[src/rtl/cdb_arbiter_if.sv]
`default_nettype none
// ============================================================================
// Module      : cdb_arbiter_if
// Description : Writeback request / common data bus bundle between execution
//               units (master side) and the CDB arbiter (slave side).
// Revision    : 1.0 - initial release
// ============================================================================
interface cdb_arbiter_if #(
    parameter int NUM_REQ = 3,
    parameter int PREG_W  = 7,
    parameter int ROB_W   = 4,
    parameter int DATA_W  = 32
);
    localparam int SRC_W = $clog2(NUM_REQ);

    // Per-unit request side, slice i belongs to unit i
    logic [NUM_REQ-1:0]        req_valid;
    logic [NUM_REQ-1:0]        req_ready;
    logic [NUM_REQ*PREG_W-1:0] req_prd;
    logic [NUM_REQ*DATA_W-1:0] req_data;
    logic [NUM_REQ*ROB_W-1:0]  req_rob_tag;

    // Recovery / ROB context
    logic                      flush;
    logic [ROB_W-1:0]          flush_rob_tag;
    logic [ROB_W-1:0]          rob_head;

    // Registered broadcast
    logic                      cdb_valid;
    logic [PREG_W-1:0]         cdb_prd;
    logic [DATA_W-1:0]         cdb_data;
    logic [ROB_W-1:0]          cdb_rob_tag;
    logic [SRC_W-1:0]          cdb_src;

    // Execution units and ROB context drive requests, observe grants and CDB
    modport master (
        output req_valid, req_prd, req_data, req_rob_tag,
        output flush, flush_rob_tag, rob_head,
        input  req_ready,
        input  cdb_valid, cdb_prd, cdb_data, cdb_rob_tag, cdb_src
    );

    // Arbiter consumes requests, produces grants and the broadcast
    modport slave (
        input  req_valid, req_prd, req_data, req_rob_tag,
        input  flush, flush_rob_tag, rob_head,
        output req_ready,
        output cdb_valid, cdb_prd, cdb_data, cdb_rob_tag, cdb_src
    );
endinterface
`default_nettype wire

[src/rtl/cdb_arbiter.sv]
`default_nettype none
// ============================================================================
// Module      : cdb_arbiter
// Description : Arbitrates NUM_REQ execution-unit writebacks onto a single
//               registered common data bus. Round-robin grant by default;
//               defining CDB_AGE_PRIORITY_EN selects oldest-first grant.
//               Requests younger than a flushing branch (ROB age relative to
//               rob_head) are squashed and never granted.
// Revision    : 1.0 - initial release
// ============================================================================
module cdb_arbiter #(
    parameter int NUM_REQ = 3,
    parameter int PREG_W  = 7,
    parameter int ROB_W   = 4,
    parameter int DATA_W  = 32
) (
    input  wire          clk,
    input  wire          reset,
    cdb_arbiter_if.slave bus
);
    localparam int SRC_W = $clog2(NUM_REQ);
    localparam logic [SRC_W-1:0] c_last_src = SRC_W'(NUM_REQ - 1);

    // Unpacked per-unit views of the flat request buses
    logic [PREG_W-1:0] w_prd  [NUM_REQ];
    logic [DATA_W-1:0] w_data [NUM_REQ];
    logic [ROB_W-1:0]  w_tag  [NUM_REQ];
    logic [ROB_W-1:0]  w_age  [NUM_REQ];
    logic [NUM_REQ-1:0] w_elig;
    logic [ROB_W-1:0]  w_flush_age;

    // Arbitration result
    logic              w_found;
    logic [SRC_W-1:0]  w_win;
    logic [NUM_REQ-1:0] w_ready;

    // Output stage
    logic              r_cdb_valid;
    logic [PREG_W-1:0] r_cdb_prd;
    logic [DATA_W-1:0] r_cdb_data;
    logic [ROB_W-1:0]  r_cdb_rob_tag;
    logic [SRC_W-1:0]  r_cdb_src;

    // Age is distance from the ROB head; modular subtraction handles wrap
    assign w_flush_age = bus.flush_rob_tag - bus.rob_head;

    for (genvar gi = 0; gi < NUM_REQ; gi++) begin : g_unpack
        assign w_prd[gi]  = bus.req_prd[gi*PREG_W +: PREG_W];
        assign w_data[gi] = bus.req_data[gi*DATA_W +: DATA_W];
        assign w_tag[gi]  = bus.req_rob_tag[gi*ROB_W +: ROB_W];
        assign w_age[gi]  = w_tag[gi] - bus.rob_head;
        // Equal age is the branch itself and survives the flush
        assign w_elig[gi] = bus.req_valid[gi] & ~(bus.flush & (w_age[gi] > w_flush_age));
    end

`ifdef CDB_AGE_PRIORITY_EN
    logic [ROB_W-1:0] w_best_age;

    // Oldest-first: pick the eligible request with the smallest ROB age
    always_comb begin
        w_found    = 1'b0;
        w_win      = '0;
        w_best_age = '0;
        for (int i = 0; i < NUM_REQ; i++) begin
            if (w_elig[i] && (!w_found || (w_age[i] < w_best_age))) begin
                w_found    = 1'b1;
                w_win      = SRC_W'(i);
                w_best_age = w_age[i];
            end
        end
    end
`else
    logic [SRC_W-1:0] r_rr_ptr;
    logic [SRC_W:0]   w_sum;
    logic [SRC_W-1:0] w_idx;

    // Round-robin: scan eligible requests from r_rr_ptr upward with wrap
    always_comb begin
        w_found = 1'b0;
        w_win   = '0;
        w_sum   = '0;
        w_idx   = '0;
        for (int k = 0; k < NUM_REQ; k++) begin
            w_sum = {1'b0, r_rr_ptr} + (SRC_W+1)'(k);
            if (w_sum >= (SRC_W+1)'(NUM_REQ)) begin
                w_sum = w_sum - (SRC_W+1)'(NUM_REQ);
            end
            w_idx = w_sum[SRC_W-1:0];
            if (!w_found && w_elig[w_idx]) begin
                w_found = 1'b1;
                w_win   = w_idx;
            end
        end
    end

    // Pointer moves just past the winner; it holds when nothing is granted
    always_ff @(posedge clk or posedge reset) begin
        if (reset) begin
            r_rr_ptr <= '0;
        end else if (w_found) begin
            r_rr_ptr <= (w_win == c_last_src) ? '0 : w_win + SRC_W'(1);
        end
    end
`endif

    // One-hot grant; suppressed while reset is asserted
    always_comb begin
        w_ready = '0;
        if (w_found && !reset) begin
            w_ready[w_win] = 1'b1;
        end
    end

    // Single-cycle output register; payload holds when nothing is granted
    always_ff @(posedge clk or posedge reset) begin
        if (reset) begin
            r_cdb_valid   <= 1'b0;
            r_cdb_prd     <= '0;
            r_cdb_data    <= '0;
            r_cdb_rob_tag <= '0;
            r_cdb_src     <= '0;
        end else begin
            r_cdb_valid <= w_found;
            if (w_found) begin
                r_cdb_prd     <= w_prd[w_win];
                r_cdb_data    <= w_data[w_win];
                r_cdb_rob_tag <= w_tag[w_win];
                r_cdb_src     <= w_win;
            end
        end
    end

    assign bus.req_ready   = w_ready;
    assign bus.cdb_valid   = r_cdb_valid;
    assign bus.cdb_prd     = r_cdb_prd;
    assign bus.cdb_data    = r_cdb_data;
    assign bus.cdb_rob_tag = r_cdb_rob_tag;
    assign bus.cdb_src     = r_cdb_src;

endmodule
`default_nettype wire

[src/flat_wrapper.sv]
// flat-port wrapper written by rule: the top's interface ports become plain ports
module cdb_arbiter_flat 
#(
    parameter int NUM_REQ = 3,
    parameter int PREG_W  = 7,
    parameter int ROB_W   = 4,
    parameter int DATA_W  = 32
)
  (clk, reset, bus_req_valid, bus_req_prd, bus_req_data, bus_req_rob_tag, bus_flush, bus_flush_rob_tag, bus_rob_head, bus_req_ready, bus_cdb_valid, bus_cdb_prd, bus_cdb_data, bus_cdb_rob_tag, bus_cdb_src);
  cdb_arbiter_if #(.NUM_REQ(NUM_REQ), .PREG_W(PREG_W), .ROB_W(ROB_W), .DATA_W(DATA_W)) bus_i ();
  input  wire clk;
  input  wire reset;
  input wire logic [$bits(bus_i.req_valid)-1:0] bus_req_valid;
  input wire logic [$bits(bus_i.req_prd)-1:0] bus_req_prd;
  input wire logic [$bits(bus_i.req_data)-1:0] bus_req_data;
  input wire logic [$bits(bus_i.req_rob_tag)-1:0] bus_req_rob_tag;
  input wire logic [$bits(bus_i.flush)-1:0] bus_flush;
  input wire logic [$bits(bus_i.flush_rob_tag)-1:0] bus_flush_rob_tag;
  input wire logic [$bits(bus_i.rob_head)-1:0] bus_rob_head;
  output wire logic [$bits(bus_i.req_ready)-1:0] bus_req_ready;
  output wire logic [$bits(bus_i.cdb_valid)-1:0] bus_cdb_valid;
  output wire logic [$bits(bus_i.cdb_prd)-1:0] bus_cdb_prd;
  output wire logic [$bits(bus_i.cdb_data)-1:0] bus_cdb_data;
  output wire logic [$bits(bus_i.cdb_rob_tag)-1:0] bus_cdb_rob_tag;
  output wire logic [$bits(bus_i.cdb_src)-1:0] bus_cdb_src;
  assign bus_i.req_valid = bus_req_valid;
  assign bus_i.req_prd = bus_req_prd;
  assign bus_i.req_data = bus_req_data;
  assign bus_i.req_rob_tag = bus_req_rob_tag;
  assign bus_i.flush = bus_flush;
  assign bus_i.flush_rob_tag = bus_flush_rob_tag;
  assign bus_i.rob_head = bus_rob_head;
  assign bus_req_ready = bus_i.req_ready;
  assign bus_cdb_valid = bus_i.cdb_valid;
  assign bus_cdb_prd = bus_i.cdb_prd;
  assign bus_cdb_data = bus_i.cdb_data;
  assign bus_cdb_rob_tag = bus_i.cdb_rob_tag;
  assign bus_cdb_src = bus_i.cdb_src;
  cdb_arbiter #(.NUM_REQ(NUM_REQ), .PREG_W(PREG_W), .ROB_W(ROB_W), .DATA_W(DATA_W)) u_core (.clk(clk), .reset(reset), .bus(bus_i));
endmodule
[config.mk]
export PLATFORM = sky130hd
export DESIGN_NAME = cdb_arbiter_flat
export DESIGN_NICKNAME = d
export VERILOG_FILES = /design/src/rtl/cdb_arbiter_if.sv /design/src/rtl/cdb_arbiter.sv /design/src/flat_wrapper.sv
export SDC_FILE = /design/constraint.sdc
export NUM_CORES = 1
export LEC_CHECK = 0
export BUFFER_PORTS_ARGS = -buffer_cell sky130_fd_sc_hd__buf_2
export CORE_UTILIZATION = 42
export DETAILED_ROUTE_END_ITERATION = 10
export GPL_ROUTABILITY_DRIVEN = 0
export GPL_TIMING_DRIVEN = 0
export PLACE_DENSITY = 0.78
export SYNTH_ARGS = -nofsm -noshare
export SYNTH_HDL_FRONTEND = slang
export SYNTH_SLANG_ARGS = --single-unit
[constraint.sdc]
create_clock -name clk -period 3.49 [get_ports clk]
set_input_delay 0.5235 -clock clk [delete_from_list [all_inputs] [get_ports clk]]
set_output_delay 0.5235 -clock clk [all_outputs]
set_load 0.005 [all_outputs]
* Word level (Yosys, flattened, before mapping)
Cells that the tools add are included.
** Cells by class
- Add/subtract/negate cells :: 10
- Magnitude comparators :: 12
- Bitwise gates (word level) :: 10
- Equality and inequality tests :: 1
- Mux-type cells :: 28
- Reductions and logical operators :: 7
** Operators with widths (number)
- 32-bit binary-select mux with 2-bit select :: 1
- 32-bit 2-to-1 mux :: 2
- 4-bit subtractor :: 4
- 7-bit binary-select mux with 2-bit select :: 1
- 2-bit 2-to-1 mux :: 7
- 7-bit 2-to-1 mux :: 2
- 4-bit greater-than comparator :: 3
- 2-bit by 3-bit less-than comparator with 1-bit output (second input constant) :: 4
- 4-bit binary-select mux with 2-bit select :: 1
- 4-bit 2-to-1 mux :: 2
- 1-bit 2-to-1 mux :: 7
- 1-bit AND :: 6
- 1-bit binary-select mux with 2-bit select :: 3
- 3-bit by 2-bit greater-or-equal comparator with 1-bit output (second input constant) :: 2
- 2-bit subtractor (second input constant) :: 3
- 1-bit logical AND :: 4
- 2-bit by 1-bit adder with 3-bit output (second input constant) :: 1
- 2-bit by 2-bit adder with 3-bit output (second input constant) :: 1
- 3-bit greater-or-equal comparator (second input constant) :: 1
- 1-bit logical NOT :: 3
- 3-bit 2-to-1 mux :: 1
- 1-bit inverter :: 3
- 2-bit inverter with 3-bit output :: 1
- 2-bit by 1-bit adder with 2-bit output (second input constant) :: 1
- other kinds (4) :: 4
** Word-level totals
- Logic and storage cells :: 74
- Register bits after elaboration :: 48

* Logic depth before layout (Yosys ltp)
Gate-level depths: netlist (run 1).
- Depth after elaboration :: 19
- Gate-level depth with buffers :: 16

* Least setup slack after synthesis (run 1)
OpenSTA, ideal clock, no wires.
- Path type :: input to output
- From :: input bus_rob_head[1]
- To :: output bus_req_ready[0]
- Arrival time :: 3.215 ns
- Required time :: 2.967 ns
- Path slack :: -0.249 ns
- Stages :: 13
- Buffers on the path :: 1
- Cell sequence :: inv_1 ha_1 a21o_1 a21oi_1 xnor2_1 ha_1 nand3_1 o21ai_2 o31ai_4 nand4_2 nand3_1 clkbuf_1 and3_1
** Between the ends
- Longest elaborated chain between the ends :: 19
- Elaborated cells on any way between the ends :: 39
** RTL lines
- from (decl) :: line flat_wrapper.sv:19 : input wire logic [$bits(bus_i.rob_head)-1:0] bus_rob_head;
- 4-bit subtractor, on equally long branches :: line cdb_arbiter.sv:51, cdb_arbiter.sv:45
- 4-bit greater-than comparator :: line cdb_arbiter.sv:53 : assign w_elig[gi] = bus.req_valid[gi] & ~(bus.flush & (w_age[gi] > w_flush_age));
- 1-bit AND :: line cdb_arbiter.sv:53
- 1-bit inverter :: line cdb_arbiter.sv:53
- 1-bit AND :: line cdb_arbiter.sv:53
- 1-bit binary-select mux with 2-bit select :: line cdb_arbiter.sv:89 : if (!w_found && w_elig[w_idx]) begin
- 1-bit 2-to-1 mux (implied by the code) :: line cdb_arbiter.sv:89
- 1-bit 2-to-1 mux :: line cdb_arbiter.sv:89
- (+3 left out)
- 1-bit logical NOT :: line cdb_arbiter.sv:89
- 1-bit logical AND :: line cdb_arbiter.sv:89
- 2-bit 2-to-1 mux :: line cdb_arbiter.sv:89
- 2-bit by 3-bit less-than comparator with 1-bit output (implied by the code) or 2-bit by 1-bit greater-or-equal comparator with 1-bit output (tied branches) :: line cdb_arbiter.sv:110 : w_ready[w_win] = 1'b1;
- 1-bit logical AND (implied by the code) :: line cdb_arbiter.sv:110
- 1-bit 2-to-1 mux (implied by the code) :: line cdb_arbiter.sv:110
- 1-bit demux with 2-bit select
- 3-bit 2-to-1 mux * :: line cdb_arbiter.sv:109 : if (w_found && !reset) begin
- to (decl) :: line flat_wrapper.sv:20 : output wire logic [$bits(bus_i.req_ready)-1:0] bus_req_ready;
Every way passes the cells marked *; elsewhere a longest branch is shown, timed or not. The select of a mux whose other input is x is not followed.

* Worst setup path in the final report (run 1)
Same ends and word-level chain as after synthesis.

==> qor.yml, run 1 <==
setup_path:
  slowest_delay_ns: 0.59
  ff2ff_setup_slack_ns: 0.84
  worstPathArrival_ns: 3.26
  path_cells: "buf_8 > clkinvlp_4 > buf_6 > buf_6 > fa_1 > ha_4 > a21o_1 > a211oi_4 > o31ai_4 > buf_12 > a21boi_4 > nand3_2 > buf_8 > and3_4 > buf_6"
  crit_top_cell: "buf_6"
  crit_path_end_kind: "output pin"
  startpoint_type: "primary input"
  crit_fanout: 7
  worstPathRequired_ns: 2.97
  crit_type: "primary input to output pin"
  slowest_stage: "fa_1"
yosys:
  synth_area_leaders: "dfrtp_1 33%, mux2i_1 12%, inv_1 9.7%, a221oi_1 7.9%, ha_1 6.8%"
  synth.distinct_cells: 46
  yosys_warnings: 0
  seq_area_frac_synth_pct: 32.7
  synth_ff_type: "dfrtp_1"
  synth_top_area_share_pct: 32.7
  synth_nets: 563
  ys_ff_latch: 48
  avgSynthCellArea_um2: 9.29
  synthCells: 396
  synth_top_area_cell: "dfrtp_1"
  syn_area_um2: 3680
  synth-edff-count: 0
  async_reset_ff_share_pct: 100
grt:
  grt_pass1_vias: 3835
  grt-ovfl-total: 0
  grt_antenna_before_repair: 0
  grt_util_all_layers_pct: 26.2
  grt_max_degree: 33
  grt_pass1_wl_um: 18300
cells_and_area:
  layout_common_cells: "189 x buf_2, 90 x inv_1, 48 x dfrtp_1, 43 x mux2i_1, 33 x a31oi_1"
  fin_area_um2: 5890
  antennaDiodeCount: 0
  syn2layout_area_growth_pct: 60.1
  fillers: 620
  final_util_pct: 70.6
  fin_cells: 735
  seq_area_um2: 1200
  final_common_cell: "buf_2"
  nets: 796
  multiInputGateArea_um2: 2480
  drive_gt1_share_pct: 53.2
floorplan:
  die_w_um: 95.6
  io_pins: 192
  die_area_um2: 9140
  core.rowCount: 33
  start_util_pct: 44.1
  core_um2: 8340
  fp.dieH_um: 95.6
timing:
  worst_slew_pin_slew_ns: 0.443
  hold_ws_ns: 0.252
  fmax_mhz: 264
  max-slew-margin-rel_pct: 70.4
  hold_violations: 0
  rsz0062_at_grt: "true"
  drv_slew: 0
  setup-tns-final_ns: -1.80
  setup_viol: 29
  period_share_pct: 109
  fin_skew_ns: 0.0167
  fin_ws_ns: -0.298
  period_minus_slack_ns: 3.79
power_and_ir_drop:
  ir_worst_vdd_mv: 0.415
  total_power_mw: 5.09
  leakagePower_nw: 3.16
  pwr_density_cell_nw_per_um2: 864
routing:
  drc: 0
  drt_first_pass_iters: 5
  ant_nets: 0
  wl_um: 13400
  via_count: 4078
  wl_per_cell_um: 18.2
  drtIter0Drc: 168
  via_per_inst: 5.55
placed_design:
  dp.final_hpwl_um: 9250
  portBuffers: 191
  placed_area_um2: 4840
  placed_cells: 693
  dp_slack_ns: -0.863
clock_network:
  insertion_delay_ns: 0.31
  clock-sinks: 48
  clockBufferDepth: 2
  cts_root_buf: "clkbuf_8"
  cts_max_level: 2
  numCtsBuffers: 5
  path_clk_slew_ns: 0.10
  cts_tree: "yes"
status:
  status: "complete, but fails checks"
  violations: "setup timing"
worst_hold_path:
  min_path_type: "primary input to async pin"
run:
  maxCapViolations: 0
synthesized netlist by cell type (all sizes together), types with 2 or more instances:
| library cell | n |
|---|---|
| o211ai | 3 |
| buf | 14 |
| a222oi | 10 |
| xnor2 | 16 |
| nand2 | 7 |
| o21ai | 3 |
| fa | 4 |
| xor2 | 3 |
| inv | 95 |
| dfrtp | 48 |
| and3 | 2 |
| o31ai | 3 |
| ha | 20 |
| a21oi | 8 |
| mux2i | 43 |
| a221oi | 33 |
| o22ai | 2 |
| nand2b | 4 |
| a21o | 6 |
| nand4 | 2 |
| nor3 | 3 |
| clkbuf | 10 |
| a211oi | 3 |
| nor2 | 6 |
| nand3 | 5 |
| a31oi | 33 |
state kept, by name, summed over array words and instances (netlist names):
name                    count
u_core.bus.cdb_data        32
u_core.bus.cdb_prd          7
u_core.bus.cdb_rob_tag      4
u_core.bus.cdb_src          2
u_core.r_rr_ptr             2
u_core.bus.cdb_valid        1
logic make-up after synthesis:
group	count (synthesis)	share of synthesized area, %
AOI/OAI and AO/OA	112	24.2
xor gates and xnor gates	19	4.73
DFF	48	32.7
buffers and inverters	119	13.2
adders and majority gates	24	8.98
and+or+nand+nor	31	4.56
muxes	43	11.7
metal layers:
layer / routed length [um] / share of wire (%) / track usage (%) / vias up
met1: 5300 / 40 / 32.4 / 1985
met2: 7030 / 52 / 47.3 / 178
li1: - / - / - / 1892
met4: 228 / 1.7 / 6.59 / 0
met5: 0 / 0 / 0 / -
met3: 845 / 6.3 / 4.23 / 23
final timing paths:
kind	start	end	depth (start not counted)
hold / removal	reset	u_core.r_rr_ptr[0]$_DFFE_PP0P_	2
setup / recovery	bus_rob_head[1]	bus_req_ready[0]	15
max in group asynchronous	reset	u_core.bus.cdb_data[20]$_DFFE_PP0P_	3
hold reg to reg	u_core.bus.cdb_data[26]$_DFFE_PP0P_	u_core.bus.cdb_data[26]$_DFFE_PP0P_	2
setup reg to reg	u_core.r_rr_ptr[0]$_DFFE_PP0P_	u_core.bus.cdb_data[27]$_DFFE_PP0P_	10
min in group clk	bus_req_data[49]	u_core.bus.cdb_data[17]$_DFFE_PP0P_	3
where the power goes:
part	internal, mW	total, mW	leakage, nW	switching, mW
registers	0.865	1.02	0.575	0.151
logic	1.71	3.58	2.52	1.87
clock network	0.289	0.494	0.0687	0.206
total	2.86	5.09	3.16	2.23
layout make-up:
cell class,count,share of cell area (%)
clock inverter,3,1.17
tap,105,2.23
inverter,95,6.12
sequential,48,20.4
buffer,22,3.42
clock buffer,5,1.17
timing repair buffer,228,23.3
multi-input combinational,229,42.1
worst max-delay path: cells and delay by family:
family	cells	cell delay (ns)
AOI/OAI and AO/OA	4	0.81
adders and majority gates	2	0.81
buffers and inverters	7	0.83
and+or+nand+nor	2	0.28
repair_timing:
action                     in CTS  in global routing
gates resized for setup        30                101
setup buffers                  15                 17
pin swaps                      17                 35
hold buffers                    0                  0
cloned                          0                  4
setup endpoints to repair      47                 48
No activity file was read; power rests on OpenSTA's default activity.
==> inputs of run 2 (changes only) <==
--- a/config.mk
+++ b/config.mk
@@ -5,12 +5,13 @@
 export SDC_FILE = /design/constraint.sdc
 export NUM_CORES = 1
 export LEC_CHECK = 0
+export ABC_AREA = 1
 export BUFFER_PORTS_ARGS = -buffer_cell sky130_fd_sc_hd__buf_2
-export CORE_UTILIZATION = 42
+export CORE_UTILIZATION = 43
 export DETAILED_ROUTE_END_ITERATION = 10
 export GPL_ROUTABILITY_DRIVEN = 0
 export GPL_TIMING_DRIVEN = 0
-export PLACE_DENSITY = 0.78
+export PLACE_DENSITY = 0.79
 export SYNTH_ARGS = -nofsm -noshare
 export SYNTH_HDL_FRONTEND = slang
 export SYNTH_SLANG_ARGS = --single-unit
==> run 2 against run 1 <==
Sequential power rose by 4%. Worst hold slack improved by 0.0036 ns. Setup slack got worse by 0.11 ns. Via count rose by 19%. The flow still finishes with violations (setup timing). Power rose by 38%. Non-clock buffer count fell by 4. Sequential cell count did not move. Largest power group unchanged. Count of clock-buffer cells in the layout did not move. Register-to-register slack improved by 0.20 ns.
==> qor.yml, run 2 <==
status:
  status: "complete, but fails checks"  # unchanged
  violations: "setup timing"  # unchanged
setup_path:
  worstPathRequired_ns: 2.97  # about the same
  crit_path_end_kind: "output pin"  # unchanged
  crit_fanout: 4  # was 7
  worstPathArrival_ns: 3.37  # was 3.26 ns
  startpoint_type: "primary input"  # unchanged
  crit_type: "primary input to output pin"  # unchanged
routing:
  via_per_inst: 5.36  # was 5.55
  wl_per_cell_um: 15.5  # was 18.2 um
  drtIter0Drc: 302  # was 168
  drt_first_pass_iters: 7  # was 5
  via_count: 4869  # was 4078
  drc: 0  # unchanged
  wl_um: 14100  # was 13400 um
  ant_nets: 0  # unchanged
yosys:
  seq_area_frac_synth_pct: 30.6  # was 32.7%
  synth.distinct_cells: 30  # was 46
  yosysMostFrequentCell: "nand2_1"  # was inv_1
  synthCells: 578  # was 396
  synth_ff_type: "dfrtp_1"  # unchanged
  avgSynthCellArea_um2: 6.79  # was 9.29 um^2
  netlist_top_cells_count: "170 x nand2_1, 102 x nand3_1, 73 x a21oi_1, 48 x dfrtp_1, 48 x nor2_1"  # was 95 x inv_1, 48 x dfrtp_1, 43 x mux2i_1, 33 x a221oi_1, 33 x a31oi_1
  ys_ff_latch: 48  # unchanged
  syn_area_um2: 3930  # was 3680 um^2
  synth-edff-count: 0  # unchanged
  synth_area_leaders: "dfrtp_1 31%, nand2_1 16%, nand3_1 13%, a21oi_1 9.3%, ha_1 6.4%"  # was dfrtp_1 33%, mux2i_1 12%, inv_1 9.7%, a221oi_1 7.9%, ha_1 6.8%
  synth_nets: 745  # was 563
  synth_top_area_cell: "dfrtp_1"  # unchanged
  async_reset_ff_share_pct: 100  # unchanged
  yosys_warnings: 0  # unchanged
  synth_top_area_share_pct: 30.6  # was 32.7%
cells_and_area:
  final_common_cell: "buf_2"  # unchanged
  layout_common_cells: "197 x buf_2, 154 x nand2_1, 93 x nand3_1, 66 x a21oi_1, 48 x dfrtp_1"  # was 189 x buf_2, 90 x inv_1, 48 x dfrtp_1, 43 x mux2i_1, 33 x a31oi_1
  final_util_pct: 65.3  # was 70.6%
  fin_cells: 908  # was 735
  largest_reg_flops: 32  # unchanged
  syn2layout_area_growth_pct: 45.8  # was 60.1%
  nets: 967  # was 796
  drive_gt1_share_pct: 41.3  # was 53.2%
  antennaDiodeCount: 0  # unchanged
  fin_area_um2: 5720  # was 5890 um^2
floorplan:
  start_util_pct: 44.8  # was 44.1%
  fp.dieH_um: 97.5  # was 95.6 um
  core.rowCount: 34  # was 33
  die_area_um2: 9510  # was 9140 um^2
  core_um2: 8760  # was 8340 um^2
  die_w_um: 97.5  # was 95.6 um
  io_pins: 192  # unchanged
grt:
  grt_util_all_layers_pct: 29.0  # was 26.2%
  grt-ovfl-total: 0  # unchanged
  grt_antenna_before_repair: 0  # unchanged
  grt_max_degree: 30  # was 33
  grt_pass1_wl_um: 22700  # was 18300 um
  grt_pass1_vias: 4849  # was 3835
clock_network:
  cts_max_level: 2  # unchanged
  clockBufferDepth: 2  # unchanged
  insertion_delay_ns: 0.32  # was 0.31 ns
  cts_root_buf: "clkbuf_8"  # unchanged
  numCtsBuffers: 5  # unchanged
  path_clk_slew_ns: 0.10  # about the same
  clock-sinks: 48  # unchanged
  cts_tree: "yes"  # unchanged
  holdBufCountCts: 0  # unchanged
power_and_ir_drop:
  leakagePower_nw: 3.11  # was 3.16 nW
  total_power_mw: 7.03  # was 5.09 mW
  comb_power_share_pct: 77.8  # was 70.3%
  seq_power_share_pct: 15.1  # was 20.0%
  p_int_mw: 3.42  # was 2.86 mW
  clkPwrFrac_pct: 7.1  # was 9.7%
  p_sw_share_pct: 51.3  # was 43.8%
  power_switching_mw: 3.61  # was 2.23 mW
  pwr_density_cell_nw_per_um2: 1230  # was 864 nW/um^2
  ir_worst_vdd_mv: 0.631  # was 0.415 mV
timing:
  fmax_mhz: 257  # was 264 MHz
  setup_viol: 3  # was 29
  rsz0062_at_grt: "true"  # unchanged
  fin_skew_ns: 0.00970  # was 0.0167 ns
  drv_slew: 0  # unchanged
  max-slew-margin-rel_pct: 68.2  # was 70.4%
  worst_slew_pin_slew_ns: 0.476  # was 0.443 ns
  hold_violations: 0  # unchanged
  setup-tns-final_ns: -1.12  # was -1.80 ns
  period_minus_slack_ns: 3.90  # was 3.79 ns
  period_share_pct: 112  # was 109%
  fin_ws_ns: -0.408  # was -0.298 ns
placed_design:
  placed_cells: 878  # was 693
  portBuffers: 191  # unchanged
  dp.final_hpwl_um: 9870  # was 9250 um
  placed_area_um2: 5050  # was 4840 um^2
run:
  maxCapViolations: 0  # unchanged
worst_hold_path:
  min_path_type: "primary input to async pin"  # unchanged
==> run 2: layer usage <==
| metal | GRT usage, % | wire length (um) | share of wire (%) |
|---|---|---|---|
| met1 | 36.5 | 5550 | 39 |
| met2 | 52.1 | 7120 | 51 |
| met3 | 3.81 | 1100 | 7.9 |
| met4 | 7.69 | 288 | 2.0 |
| met5 | 0 | 0 | 0 |
==> run 2: logic make-up (layout without fill, tap and decap cells) <==
family | after synthesis | count (layout) | share of synthesized area [%]
simple gates | 347 | 347 | 39.8
compound gates | 79 | 79 | 10.3
buf+inv | 69 | 291 | 8.35
flops | 48 | 48 | 30.6
fa+ha+maj | 24 | 24 | 8.42
xor+xnor | 11 | 11 | 2.45
==> run 2: final timing paths <==
kind | cells past startpoint | startpoint | slack, ns | end
worst max register to register | 14 | u_core.r_rr_ptr[0]$_DFFE_PP0P_ | 1.04 | u_core.bus.cdb_data[0]$_DFFE_PP0P_
max in group asynchronous | 3 | reset | 2.71 | u_core.bus.cdb_rob_tag[3]$_DFFE_PP0P_
min in group clk | 3 | bus_req_data[39] | 0.41 | u_core.bus.cdb_data[7]$_DFFE_PP0P_
worst max-delay path | 23 | bus_flush_rob_tag[0] | -0.41 | bus_req_ready[0]
worst min register to register | 2 | u_core.bus.cdb_src[1]$_DFFE_PP0P_ | 0.49 | u_core.bus.cdb_src[1]$_DFFE_PP0P_
worst min-delay path | 2 | reset | 0.26 | u_core.bus.cdb_data[12]$_DFFE_PP0P_
==> run 2: layout make-up <==
class / count / area (um^2)
fill: 746 / 3040
buffer: 29 / 243
clock buffer: 5 / 68.8
tap: 108 / 135
clock inverter: 2 / 60.1
inverter: 38 / 159
timing repair buffer: 217 / 1200
multi-input combinational: 461 / 2660
sequential: 48 / 1200
==> run 2: stage by stage <==
step | setup WS, ns | hold WS (ns)
2_1_floorplan | -0.0548 | 0.473
6_report | -0.408 | 0.256
4_1_cts | -0.321 | 0.271
5_1_grt | -0.557 | 0.300
3_5_place_dp | -0.714 | 0.467
3_3_place_gp | -0.591 | 0.463
==> run 2: repair_timing <==
item,in CTS,in global routing
pin swaps,43,29
resized for setup,48,54
setup buffers,22,3
endpoints found under the setup margin,29,46
==> run 2: power groups by stage <==
stage	logic (mW)	registers (mW)	clock network [mW]
3_5_place_dp	4.55	1.07	0
6_report	5.47	1.06	0.496
2_1_floorplan	3.20	1.09	0
5_1_grt	6.06	1.10	0.513
3_3_place_gp	4.37	1.06	0
4_1_cts	5.06	1.06	0.493
==> run 2: worst max-delay path, cell delays in order <==
cell	delay, ns
buf_2	0.13
inv_2	0.07
ha_1	0.14
inv_1	0.08
fa_1	0.50
inv_2	0.07
ha_4	0.28
a21boi_2	0.17
nand2_1	0.07
nor2_1	0.11
nor2_2	0.05
nand2_2	0.10
nand3_2	0.08
nand2_2	0.10
inv_2	0.05
nor2_4	0.14
nand3_2	0.11
nand2_4	0.11
nand2_8	0.08
nor2_4	0.13
nand2_2	0.08
nor2_2	0.08
buf_2	0.11
